### src/rtl/frame_scheduler.sv
// rtl/frame_scheduler.sv - per-frame erase/draw sequencer for three sprite channels
//
// Purpose:
//    Once per frame tick (when enabled and idle) walks the three sprite
//    channels (0 player, 1 bullet, 2 alien). If a previous frame has been
//    drawn, each channel is first erased for ERASE_CYCLES cycles, then each
//    channel is asked to draw until its engine reports finish or
//    DRAW_TIMEOUT cycles pass. A one-cycle gap with no request separates
//    every channel step.
//
// Ports:
//    clk           system clock, rising edge
//    reset         synchronous, active-low
//    enable        1 = a frame tick may start a frame
//    finish[2:0]   per-channel draw-complete from the sprite engines
//    ch_x/ch_y     packed 9-bit / 8-bit coordinates, channel i in slice i
//    ch_colour     packed 3-bit colours, channel i in slice i
//    draw_signal   one-hot level draw request
//    erase_signal  one-hot level erase request
//    vga_x/vga_y/vga_colour/plot   pixel write to the VGA adapter
//    frame_done    one-cycle pulse in the final draw gap of a frame
//    timeout_err   sticky, set when a channel never finished in time
`timescale 1ns/1ps
module frame_scheduler #(
   parameter int FRAME_CYCLES = 833333,
   parameter int ERASE_CYCLES = 48,
   parameter int DRAW_TIMEOUT = 64
) (
   input  logic        clk,
   input  logic        reset,
   input  logic        enable,
   input  logic [2:0]  finish,
   input  logic [26:0] ch_x,
   input  logic [23:0] ch_y,
   input  logic [8:0]  ch_colour,
   output logic [2:0]  draw_signal,
   output logic [2:0]  erase_signal,
   output logic [8:0]  vga_x,
   output logic [7:0]  vga_y,
   output logic [2:0]  vga_colour,
   output logic        plot,
   output logic        frame_done,
   output logic        timeout_err
);

   localparam int FW   = (FRAME_CYCLES > 1) ? $clog2(FRAME_CYCLES) : 1;
   localparam int MAXC = (ERASE_CYCLES > DRAW_TIMEOUT) ? ERASE_CYCLES : DRAW_TIMEOUT;
   localparam int CW   = $clog2(MAXC + 1);

   localparam logic [FW-1:0] FRAME_LAST = FW'(FRAME_CYCLES - 1);
   localparam logic [CW-1:0] ERASE_LAST = CW'(ERASE_CYCLES - 1);
   localparam logic [CW-1:0] DRAW_LAST  = CW'(DRAW_TIMEOUT - 1);

   typedef enum logic [2:0] {
      S_IDLE,
      S_ERASE,
      S_ERASE_GAP,
      S_DRAW,
      S_DRAW_GAP
   } state_t;

   state_t          state_q, state_d;
   logic [1:0]      ch_q, ch_d;
   logic [FW-1:0]   frame_cnt_q, frame_cnt_d;
   logic [CW-1:0]   cyc_q, cyc_d;
   logic            drawn_q, drawn_d;
   logic            timeout_err_q, timeout_err_d;
   logic [2:0]      draw_q, draw_d;
   logic [2:0]      erase_q, erase_d;
   logic            plot_q, plot_d;
   logic            frame_done_q, frame_done_d;

   logic            tick;
   logic            fin_sel;
   logic [2:0]      ch_onehot_d;
   logic [8:0]      sel_x;
   logic [7:0]      sel_y;
   logic [2:0]      sel_colour;

   // Active-channel selection; channel index 3 is never reached.
   always_comb begin
      fin_sel    = 1'b0;
      sel_x      = '0;
      sel_y      = '0;
      sel_colour = '0;
      case (ch_q)
         2'd0: begin
            fin_sel    = finish[0];
            sel_x      = ch_x[8:0];
            sel_y      = ch_y[7:0];
            sel_colour = ch_colour[2:0];
         end
         2'd1: begin
            fin_sel    = finish[1];
            sel_x      = ch_x[17:9];
            sel_y      = ch_y[15:8];
            sel_colour = ch_colour[5:3];
         end
         2'd2: begin
            fin_sel    = finish[2];
            sel_x      = ch_x[26:18];
            sel_y      = ch_y[23:16];
            sel_colour = ch_colour[8:6];
         end
         default: begin
            fin_sel    = 1'b0;
         end
      endcase
   end

   always_comb begin
      state_d       = state_q;
      ch_d          = ch_q;
      cyc_d         = cyc_q;
      drawn_d       = drawn_q;
      timeout_err_d = timeout_err_q;

      tick        = (frame_cnt_q == FRAME_LAST);
      frame_cnt_d = tick ? '0 : frame_cnt_q + FW'(1);

      case (state_q)
         S_IDLE: begin
            // Ticks are only honoured here; any tick while busy is lost.
            if (tick && enable) begin
               ch_d    = 2'd0;
               cyc_d   = '0;
               state_d = drawn_q ? S_ERASE : S_DRAW;
            end
         end
         S_ERASE: begin
            if (cyc_q == ERASE_LAST) begin
               state_d = S_ERASE_GAP;
            end else begin
               cyc_d = cyc_q + CW'(1);
            end
         end
         S_ERASE_GAP: begin
            cyc_d = '0;
            if (ch_q == 2'd2) begin
               ch_d    = 2'd0;
               state_d = S_DRAW;
            end else begin
               ch_d    = ch_q + 2'd1;
               state_d = S_ERASE;
            end
         end
         S_DRAW: begin
            // finish is sampled every DRAW cycle, including the first one.
            if (fin_sel) begin
               state_d = S_DRAW_GAP;
            end else if (cyc_q == DRAW_LAST) begin
               state_d       = S_DRAW_GAP;
               timeout_err_d = 1'b1;
            end else begin
               cyc_d = cyc_q + CW'(1);
            end
         end
         S_DRAW_GAP: begin
            cyc_d = '0;
            if (ch_q == 2'd2) begin
               ch_d    = 2'd0;
               drawn_d = 1'b1;
               state_d = S_IDLE;
            end else begin
               ch_d    = ch_q + 2'd1;
               state_d = S_DRAW;
            end
         end
         default: begin
            state_d = S_IDLE;
            ch_d    = 2'd0;
         end
      endcase

      // Outputs are decoded from the next state so they are registered
      // alongside it and change on the same edge.
      ch_onehot_d  = 3'b001 << ch_d;
      draw_d       = (state_d == S_DRAW)  ? ch_onehot_d : 3'b000;
      erase_d      = (state_d == S_ERASE) ? ch_onehot_d : 3'b000;
      plot_d       = (state_d == S_DRAW) || (state_d == S_ERASE);
      frame_done_d = (state_d == S_DRAW_GAP) && (ch_d == 2'd2);
   end

   always_ff @(posedge clk) begin
      if (!reset) begin
         state_q       <= S_IDLE;
         ch_q          <= 2'd0;
         frame_cnt_q   <= '0;
         cyc_q         <= '0;
         drawn_q       <= 1'b0;
         timeout_err_q <= 1'b0;
         draw_q        <= 3'b000;
         erase_q       <= 3'b000;
         plot_q        <= 1'b0;
         frame_done_q  <= 1'b0;
      end else begin
         state_q       <= state_d;
         ch_q          <= ch_d;
         frame_cnt_q   <= frame_cnt_d;
         cyc_q         <= cyc_d;
         drawn_q       <= drawn_d;
         timeout_err_q <= timeout_err_d;
         draw_q        <= draw_d;
         erase_q       <= erase_d;
         plot_q        <= plot_d;
         frame_done_q  <= frame_done_d;
      end
   end

   // Pixel bus is forced to zero when not plotting; erase writes black.
   assign draw_signal  = draw_q;
   assign erase_signal = erase_q;
   assign plot         = plot_q;
   assign frame_done   = frame_done_q;
   assign timeout_err  = timeout_err_q;
   assign vga_x        = plot_q ? sel_x : 9'd0;
   assign vga_y        = plot_q ? sel_y : 8'd0;
   assign vga_colour   = (draw_q != 3'b000) ? sel_colour : 3'b000;

endmodule

### config.mk
export PLATFORM = sky130hd
export DESIGN_NAME = frame_scheduler
export DESIGN_NICKNAME = d
export VERILOG_FILES = /design/src/rtl/frame_scheduler.sv
export SDC_FILE = /design/constraint.sdc
export NUM_CORES = 1
export LEC_CHECK = 0
export BUFFER_PORTS_ARGS = -buffer_cell sky130_fd_sc_hd__buf_2
export CAP_MARGIN = 25
export CORE_MARGIN = 8
export CORE_UTILIZATION = 50
export CTS_CLUSTER_DIAMETER = 50
export DETAILED_ROUTE_END_ITERATION = 16
export PLACE_DENSITY = 0.9
export SLEW_MARGIN = 20
export SYNTH_ARGS = -nofsm -noshare
export SYNTH_HDL_FRONTEND = slang
export SYNTH_SLANG_ARGS = --single-unit
### constraint.sdc
create_clock -name clk -period 2.25 [get_ports clk]
set_input_delay 0.225 -clock clk [delete_from_list [all_inputs] [get_ports clk]]
set_output_delay 0.225 -clock clk [all_outputs]
set_load 0.005 [all_outputs]
==> qor.txt, run 1 <==
==========================================================================================
Static leakage                                                                    1.359 nW
Std-Cell Rows                                                                           26
Final cycle utilization of the critical path                                        0.9286
Required @ worst endpoint                                                          2.48 ns
Die Y                                                                             88.10 um
First-pass iteration count of the detailed router                                        5
TritonCTS buffer count                                                                   5
Hold buffer count at CTS                                                                 0
Clock tree buffer depth                                                                  2
Run status                                                                    finished, final reports clean
All-Layer GR Usage                                                                  0.1950
Post-synth ARST share                                                                    0
Final number of max-transition violations                                                0
Antenna violations before repair                                                         0
Setup TNS Final                                                                       0 ns
Starting DRC count in detailed routing                                                 205
Max Freq                                                                         478.6 MHz
Count of flip-flops with a built-in enable after synthesis                               0
Critical path endpoint category                                                  flip-flop
Die area                                                                      0.007761 sq mm
Mapped Cells                                                                           337
Final antenna diode count                                                                0
Final period demand of the worst path                                             2.089 ns
Area added between synthesis and finish                                             26.48%
Register area share after synthesis                                                 0.3235
Top library cells by usage in the layout, fill and taps aside                 buf_2 (94), nor2_1 (50), nand2_1 (48)
Final-report setup violation count                                                       0
Number of storage elements in the synthesis netlist                                     42
Detailed-route DRC error count                                                           0
Detail Placement HPWL                                                             6.079 mm
TritonCTS Sinks                                                                         42
Most common library cell in the layout ignoring fill and taps                        buf_2
Area taken by flip-flops and latches                                           840.8 sq um
Dominant register cell in the synthesized netlist                                  dfxtp_1
Total detailed-routing wirelength                                                 7.745 mm
Ys Warns                                                                                 0
Number of nets with antenna violations after routing                                     0
Standard cell with the maximum stage delay on the critical path                     or4b_1
Worst path top cell family by delay                                           simple AND/OR/NAND/NOR gates
Average wire length per cell after detail routing                                 15.34 um
Maximum number of pins on one net before global-route repair                            24
Number of buffers inserted by post-CTS setup repair                                      0
Chain of cells forming the critical path                                      ha_1, nand3b_1, or4b_1, a21oi_1, a211oi_1, nor2_1, nor3b_1
Count of fill cells added during filler insertion                                      444
TritonCTS clock tree                                                                  done
Hold Crit Class                                                                  in -> reg
Arrival time reported for the critical path endpoint                               2.32 ns
Slew at the pin closest to its max-slew limit                                    0.5206 ns
CP startpoint kind                                                               flip-flop
PortBufs                                                                                94
Number of global-route vias before repair                                             2627
Proportion of layout cells with a drive suffix above 1                              0.2920
Clock Latency Late Sink                                                            0.31 ns
Max Fanout on Critical Path                                                              5
Max-Slew Margin vs Limit                                                            0.6503
Number of gates given a new drive strength after cts                                     0
Worst vdd rail ir drop                                                           0.3814 mV
Final weighted congestion in routability-driven placement                           0.8642
Starting Density                                                                    0.5121
Pwr/cell area                                                                 455.6 mW/mm^2
Setup repair after global routing missed its margin                                  false
Via Count                                                                             2756
Slowest cell delay on critical path                                                0.51 ns
Endpoints failing hold                                                                   0
Placeable core region                                                         0.005075 sq mm
Clk Tree Root Cell                                                                clkbuf_8
Number of different library cells in the post-synthesis netlist                         46
Wire length of the first global-routing pass                                      12.13 mm
Synthesized net count                                                                  406
Mean area per synthesized cell                                                 7.711 sq um
Ports placed on the boundary                                                            95
Utilization after layout                                                            0.6477
Area taken by multi-input logic gates                                         0.001650 sq mm
Remaining global-route overflow                                                          0
Via/cell ratio                                                                       5.457
Buffering stage count on the worst path with inverters included                          0
CP Class                                                                        reg -> reg
Layout net count                                                                       503
Maximum capacitance violations                                                           0
Die outline width                                                                 88.10 um
CTS H-tree lvls                                                                          2
Clock skew                                                                     0.008792 ns
Cell Area, Synth                                                              0.002599 sq mm
Clock edge transition at the registers on the reported setup and hold paths        0.09 ns
==========================================================================================
==> kinds of logic after synthesis <==
logic type / Yosys count / share of synthesized area
XOR/XNOR: 21 / 0.07077
buffers and inverters: 24 / 0.04381
AO/OA/AOI/OAI: 61 / 0.1372
flip-flops: 42 / 0.3235
adder cells (fa/ha/maj): 3 / 0.01445
AND/OR/NAND/NOR: 165 / 0.3293
multiplexers: 21 / 0.08089
==> Yosys cell counts, drive strengths merged (4+ instances only) <==
master  number  share of area
nor2b        5          0.012
inv          8          0.012
a21oi       18          0.035
o31ai        4          0.012
mux2i       21          0.081
nor3         4          0.012
xnor2        4          0.013
o211ai       4          0.012
dfxtp       42           0.32
nand3       15          0.033
and3         6          0.015
and2        17          0.041
or3          4          0.012
nand2       48          0.069
o21ai       25          0.048
xor2        17          0.057
nor2        50          0.072
clkbuf      10          0.018
buf          6          0.014
==> per-stage QoR <==
step / hold WS [ns] / setup slack, ns / instance area [sq um] / instances / total power [mW]
after floorplan: 0.3425 / 0.4309 / 2599 / 337 / 0.8073
after global placement: 0.4578 / 0.3385 / 3163 / 497 / 0.8732
after detailed placement: 0.4742 / 0.1989 / 3163 / 497 / 0.8776
after CTS: 0.1871 / 0.1610 / 3281 / 505 / 1.493
after global routing: 0.1886 / 0.02378 / 3287 / 505 / 1.540
final: 0.1966 / 0.1607 / 3287 / 505 / 1.497
==> power breakdown <==
group / switching [mW] / internal, mW / total [mW]
clock network: 0.298 / 0.338 / 0.636
registers: 0.00536 / 0.747 / 0.753
logic: 0.0470 / 0.0614 / 0.108
==> area by class of cell <==
| cell class | count | area share |
|---|---|---|
| clock inverters | 3 | 0.01485 |
| well taps | 70 | 0.02665 |
| flip-flops and latches | 42 | 0.2558 |
| inverters | 8 | 0.009136 |
| clock buffers | 5 | 0.02094 |
| repair buffers | 106 | 0.1705 |
| multi-input cells | 271 | 0.5021 |
==> registers in the layout, indices dropped and copies added, names as in the netlist <==
| name | flops |
|---|---|
| ch_q | 2 |
| cyc_q | 7 |
| draw_signal | 3 |
| drawn_q | 1 |
| erase_signal | 3 |
| frame_cnt_q | 20 |
| frame_done | 1 |
| plot | 1 |
| state_q | 3 |
| timeout_err | 1 |
==> metal layers <==
layer	vias up	track usage	wire length [um]
met4	0	0.1029	290
met5	-	0	0
met1	1235	0.2063	3051
met3	29	0.06098	838
met2	143	0.3386	3564
li1	1349	-	-
==> path summary, 6_finish.rpt <==
check	startpoint	slack (ns)	end	cells after the start
setup / recovery	cyc_q[0]	0.16	draw_signal[0]	7
hold / removal	reset	0.20	ch_q[1]	2
setup reg to reg	cyc_q[0]	0.16	draw_signal[0]	7
hold reg to reg	drawn_q	0.48	drawn_q	2
(Power assumes the default switching activity.)
==> run 2, diff against run 1 <==
- PLACE_DENSITY: 0.9 -> unset
- PLACE_DENSITY_LB_ADDON: unset -> 0.3
==> run 2 against run 1 <==
Clock skew shrank 0.0028 ns. Die area is the same. Count of clock-buffer cells in the layout is the same. Wire length shrank 7.3%. Core utilization shrank 0.47 points. Largest cell class unchanged. Global-route usage shrank 1.8 points. Highest routed layer unchanged. Non-clock buffer count grew 1. Clock power shrank 21%. Critical path depth grew 1. Sequential share of layout area grew 0.19 points.
==> qor.txt, run 2 (synthesis gave the netlist of run 1 again) <==
==========================================================================================
Static leakage                                                                    1.346 nW
Starting DRC count in detailed routing                                                 145
Final weighted congestion in routability-driven placement                           0.9198
Flip-flop count of the largest register, all copies and words added                     20
Total detailed-routing wirelength                                                 7.181 mm
PortBufs                                                                                94
Slowest cell delay on critical path                                                0.42 ns
Final period demand of the worst path                                             2.085 ns
Final number of max-transition violations                                                0
CP Class                                                                        reg -> reg
Biggest register                                                               frame_cnt_q
Average wire length per cell after detail routing                                 14.19 um
Final cycle utilization of the critical path                                        0.9267
Via/cell ratio                                                                       5.247
Maximum number of pins on one net before global-route repair                            30
Maximum capacitance violations                                                           0
Wire length of the first global-routing pass                                      11.27 mm
Detail Placement HPWL                                                             5.674 mm
TritonCTS Sinks                                                                         42
Layout net count                                                                       504
Pwr/cell area                                                                 417.6 mW/mm^2
Global Route met3 Usage                                                            0.05441
Global routing met1 resource utilization                                            0.2050
Critical path endpoint category                                                  flip-flop
All-Layer GR Usage                                                                  0.1765
Power consumption                                                                 1.363 mW
Max-Slew Margin vs Limit                                                            0.6141
Top library cells by usage in the layout, fill and taps aside                 buf_2 (94), nor2_1 (50), nand2_1 (48)
Grt peak-use layer                                                                    met2
Clock tree buffer depth                                                                  2
Placeable core region                                                         0.005075 sq mm
Largest regs                                                                  frame_cnt_q (20), cyc_q (7)
Setup TNS Final                                                                       0 ns
CTS H-tree lvls                                                                          2
Proportion of layout cells with a drive suffix above 1                              0.2913
Required @ worst endpoint                                                          2.47 ns
Max Freq                                                                         479.6 MHz
Antenna violations before repair                                                         0
Count of fill cells added during filler insertion                                      468
Via Count                                                                             2655
Most common library cell in the layout ignoring fill and taps                        buf_2
CP startpoint kind                                                               flip-flop
Hold Crit Class                                                                  in -> reg
Worst vdd rail ir drop                                                           0.4440 mV
Clock Latency Late Sink                                                            0.30 ns
Standard cell with the maximum stage delay on the critical path                    o21ai_0
Max Fanout on Critical Path                                                              7
Slew at the pin closest to its max-slew limit                                    0.5762 ns
Chain of cells forming the critical path                                      inv_1, ha_1, and4bb_2, nand3_2, o21ai_0, a211oi_1, a211o_1, nor3b_1
Clk Tree Root Cell                                                                clkbuf_8
Die area                                                                      0.007761 sq mm
Ports placed on the boundary                                                            95
Number of global-route vias before repair                                             2484
Die outline width                                                                 88.10 um
Final-report setup violation count                                                       0
Arrival time reported for the critical path endpoint                               2.31 ns
Remaining global-route overflow                                                          0
Clock edge transition at the registers on the reported setup and hold paths        0.08 ns
Detailed-route DRC error count                                                           0
Run status                                                                    finished, final reports clean
Setup repair after global routing missed its margin                                  false
Area added between synthesis and finish                                             25.57%
Met2 demand-to-capacity share in global routing                                     0.3023
Final antenna diode count                                                                0
TritonCTS buffer count                                                                   5
Clock skew                                                                     0.006005 ns
Number of buffers inserted by post-CTS setup repair                                      0
Number of nets with antenna violations after routing                                     0
First-pass iteration count of the detailed router                                        4
Die Y                                                                             88.10 um
Endpoints failing hold                                                                   0
Number of gates given a new drive strength after cts                                     0
TritonCTS clock tree                                                                  done
Hold buffer count at CTS                                                                 0
Starting Density                                                                    0.5121
Std-Cell Rows                                                                           26
==========================================================================================
## run 2: layout make-up
type                    count  area [sq um]  share of cell area
clock buffers               5         68.82             0.02109
clock inverters             3         23.77            0.007285
well taps                  70         87.58             0.02684
repair buffers            107         568.0              0.1741
multi-input cells         271          1644              0.5038
flip-flops and latches     42         840.8              0.2577
inverters                   8         30.03            0.009202
## run 2: final timing paths
check / from / to / slack [ns] / cells after the start
setup / recovery: frame_cnt_q[0] / draw_signal[0] / 0.16 / 8
hold / removal: reset / ch_q[1] / 0.20 / 2
setup reg to reg: frame_cnt_q[0] / draw_signal[0] / 0.16 / 8
hold reg to reg: frame_cnt_q[0] / frame_cnt_q[0] / 0.49 / 1
## run 2: report_power, final
part | switching (mW) | internal [mW]
clock network | 0.283 | 0.222
registers | 0.00545 | 0.747
logic | 0.0435 | 0.0622
## run 2: stage by stage
| step | utilization | worst slack, ns | hold slack, ns | area, sq um | instances |
|---|---|---|---|---|---|
| CTS | 0.6430 | 0.2032 | 0.1980 | 3263 | 506 |
| detailed placement | 0.6248 | 0.2258 | 0.4764 | 3171 | 498 |
| global placement | 0.6248 | 0.2868 | 0.4589 | 3171 | 498 |
| floorplan | - | 0.4309 | 0.3425 | 2599 | 337 |
| finish | 0.6430 | 0.1650 | 0.1959 | 3263 | 506 |
| global route | 0.6430 | 0.02692 | 0.2125 | 3263 | 506 |
## run 2: layer usage
layer | vias up | routed length [um]
met2 | 97 | 3250
met5 | - | 0
met4 | 0 | 112
met3 | 12 | 783
li1 | 1352 | -
met1 | 1194 | 3034
## run 2: critical path: cells and delay by family (launching register included)
kind / cells / cell delay (ns)
adders and majority gates: 1 / 0.14
DFF: 1 / 0.35
and+or+nand+nor: 3 / 0.60
buffers and inverters: 1 / 0.07
AOI/OAI and AO/OA: 3 / 0.84
==> run 3, diff against run 2 <==
- CORE_ASPECT_RATIO: unset -> 0.5
- PLACE_DENSITY: unset -> 0.83
- PLACE_DENSITY_LB_ADDON: 0.3 -> unset
==> run 3 against run 2 <==
Wire length fell by 5.2%. Largest power group unchanged. Largest cell class unchanged. Flip-flop and latch count unchanged. Critical endpoint unchanged. Sequential share of layout area barely moved.
==> qor.txt, run 3 (synthesis gave the netlist of run 1 again) <==
==========================================================================================
Buffering stage count on the worst path with inverters included                          0
Setup TNS Final                                                                       0 ns
Std-Cell Rows                                                                           18
TritonCTS Sinks                                                                         42
Area added between synthesis and finish                                             25.66%
Total detailed-routing wirelength                                                 6.805 mm
Power consumption                                                                 1.362 mW
TritonCTS buffer count                                                                   5
Final-report setup violation count                                                       0
Hold buffer count at CTS                                                                 0
Die Y                                                                             66.98 um
First-pass iteration count of the detailed router                                        4
Setup repair after global routing missed its margin                                  false
Static leakage                                                                    1.353 nW
Run status                                                                    finished, final reports clean
Detailed-route DRC error count                                                           0
Final number of max-transition violations                                                0
Number of buffers inserted by post-CTS setup repair                                      0
Wire length of the first global-routing pass                                      11.34 mm
CTS H-tree lvls                                                                          2
Worst path top cell family by delay                                           simple AND/OR/NAND/NOR gates
Clock skew                                                                      0.01067 ns
Slew at the pin closest to its max-slew limit                                    0.5030 ns
Via Count                                                                             2684
R2r worst-path depth                                                                     7
Worst min-delay path startpoint                                                      reset
Starting DRC count in detailed routing                                                 146
Reg-to-reg critical path endpoint                                             draw_signal[0]
CP startpoint kind                                                               flip-flop
Launch point of the worst reg-to-reg path                                         cyc_q[0]
Final cycle utilization of the critical path                                        0.8952
Biggest register                                                               frame_cnt_q
Count of cell instances traversed by the critical path                                   7
Worst hold endpoint                                                                ch_q[1]
Required @ worst endpoint                                                          2.46 ns
Detail Placement HPWL                                                             5.325 mm
Max Freq                                                                         496.5 MHz
Maximum capacitance violations                                                           0
Top library cells by usage in the layout, fill and taps aside                 buf_2 (94), nor2_1 (50), nand2_1 (48)
Standard cell with the maximum stage delay on the critical path                     or4b_1
PortBufs                                                                                94
Utilization after layout                                                            0.6561
Largest regs                                                                  frame_cnt_q (20), cyc_q (7)
Proportion of layout cells with a drive suffix above 1                              0.2913
Die outline width                                                                 118.0 um
Maximum number of pins on one net before global-route repair                            24
Worst setup slack after placement                                                0.2649 ns
Arrival time reported for the critical path endpoint                               2.22 ns
Worst-case setup margin in the final layout                                      0.2358 ns
Non-filler cells, final                                                                506
Final antenna diode count                                                                0
Placeable core region                                                         0.004977 sq mm
Clock edge transition at the registers on the reported setup and hold paths        0.08 ns
Die area                                                                      0.007901 sq mm
Internal reg-to-reg setup slack                                                    0.24 ns
Placed instance count                                                                  498
Placed Area                                                                   0.003171 sq mm
Via/cell ratio                                                                       5.304
Flip-flop count of the largest register, all copies and words added                     20
Final period demand of the worst path                                             2.014 ns
Final weighted congestion in routability-driven placement                           0.8646
Max-Slew Margin vs Limit                                                            0.6621
Average wire length per cell after detail routing                                 13.45 um
Number of nets with antenna violations after routing                                     0
Critical path endpoint category                                                  flip-flop
Ports placed on the boundary                                                            95
Pwr/cell area                                                                 417.1 mW/mm^2
Clock tree buffer depth                                                                  2
Post-route cell area                                                          0.003266 sq mm
Chain of cells forming the critical path                                      ha_1, nand3b_1, or4b_1, a21oi_1, a211oi_1, nor2_1, nor3b_1
Clk Tree Root Cell                                                                clkbuf_8
Hold Crit Class                                                                  in -> reg
Clock Latency Late Sink                                                            0.30 ns
Number of gates given a new drive strength after cts                                     0
Endpoints failing hold                                                                   0
Slowest cell delay on critical path                                                0.50 ns
Worst hold slack across all endpoints                                            0.1719 ns
Starting Density                                                                    0.5221
TritonCTS clock tree                                                                  done
Antenna violations before repair                                                         0
CP Class                                                                        reg -> reg
Instance count along the most critical hold path                                         2
Most common library cell in the layout ignoring fill and taps                        buf_2
Layout net count                                                                       504
Max Fanout on Critical Path                                                              5
All-Layer GR Usage                                                                  0.1711
Worst vdd rail ir drop                                                           0.3401 mV
Remaining global-route overflow                                                          0
Number of global-route vias before repair                                             2538
==========================================================================================
-- run 3: cell types whose count changed in the layout (fill, tap and decap cells not counted), sizes merged --
| cell | before | now |
|---|---|---|
| clkbuf | 5 | 6 |
| clkinv | 0 | 1 |
| clkinvlp | 2 | 1 |
| inv | 9 | 8 |
-- run 3: power by group --
part	internal, mW	switching, mW	total (mW)
Sequential	0.747	0.00542	0.753
Clock	0.247	0.259	0.505
Combinational	0.0613	0.0431	0.104
Total	1.05	0.307	1.36
-- run 3: how the worst max path moves through the flow --
stage	startpoint	end	slack (ns)
6_report	cyc_q[0]	draw_signal[0]	0.24
5_1_grt	cyc_q[0]	draw_signal[1]	0.005
4_1_cts	cyc_q[0]	draw_signal[1]	0.24
3_5_place_dp	cyc_q[0]	draw_signal[1]	0.26
3_3_place_gp	frame_cnt_q[0]	erase_signal[1]	0.33
2_1_floorplan	frame_cnt_q[0]	frame_cnt_q[16]	0.43
-- run 3: metal layers --
layer	part of all wire	global-route usage	wire, um
met5	0	0	0
met4	0.0071	0.03633	48
met3	0.067	0.04722	456
met2	0.49	0.3336	3363
met1	0.43	0.1857	2936
-- run 3: final cells by class --
class	instances	area, sq um
clock buffer	6	82.58
clock inverter	2	12.51
fill	445	1712
inverter	8	30.03
multi-input combinational	271	1644
sequential	42	840.8
tap	70	87.58
timing repair buffer	107	568.0
-- run 3: worst reg2reg max path, cell delays in order (launching register included) --
cell and delay (ns):
dfxtp_1 0.38, ha_1 0.22, nand3b_1 0.17, or4b_1 0.50, a21oi_1 0.19, a211oi_1 0.07, nor2_1 0.19, nor3b_1 0.21
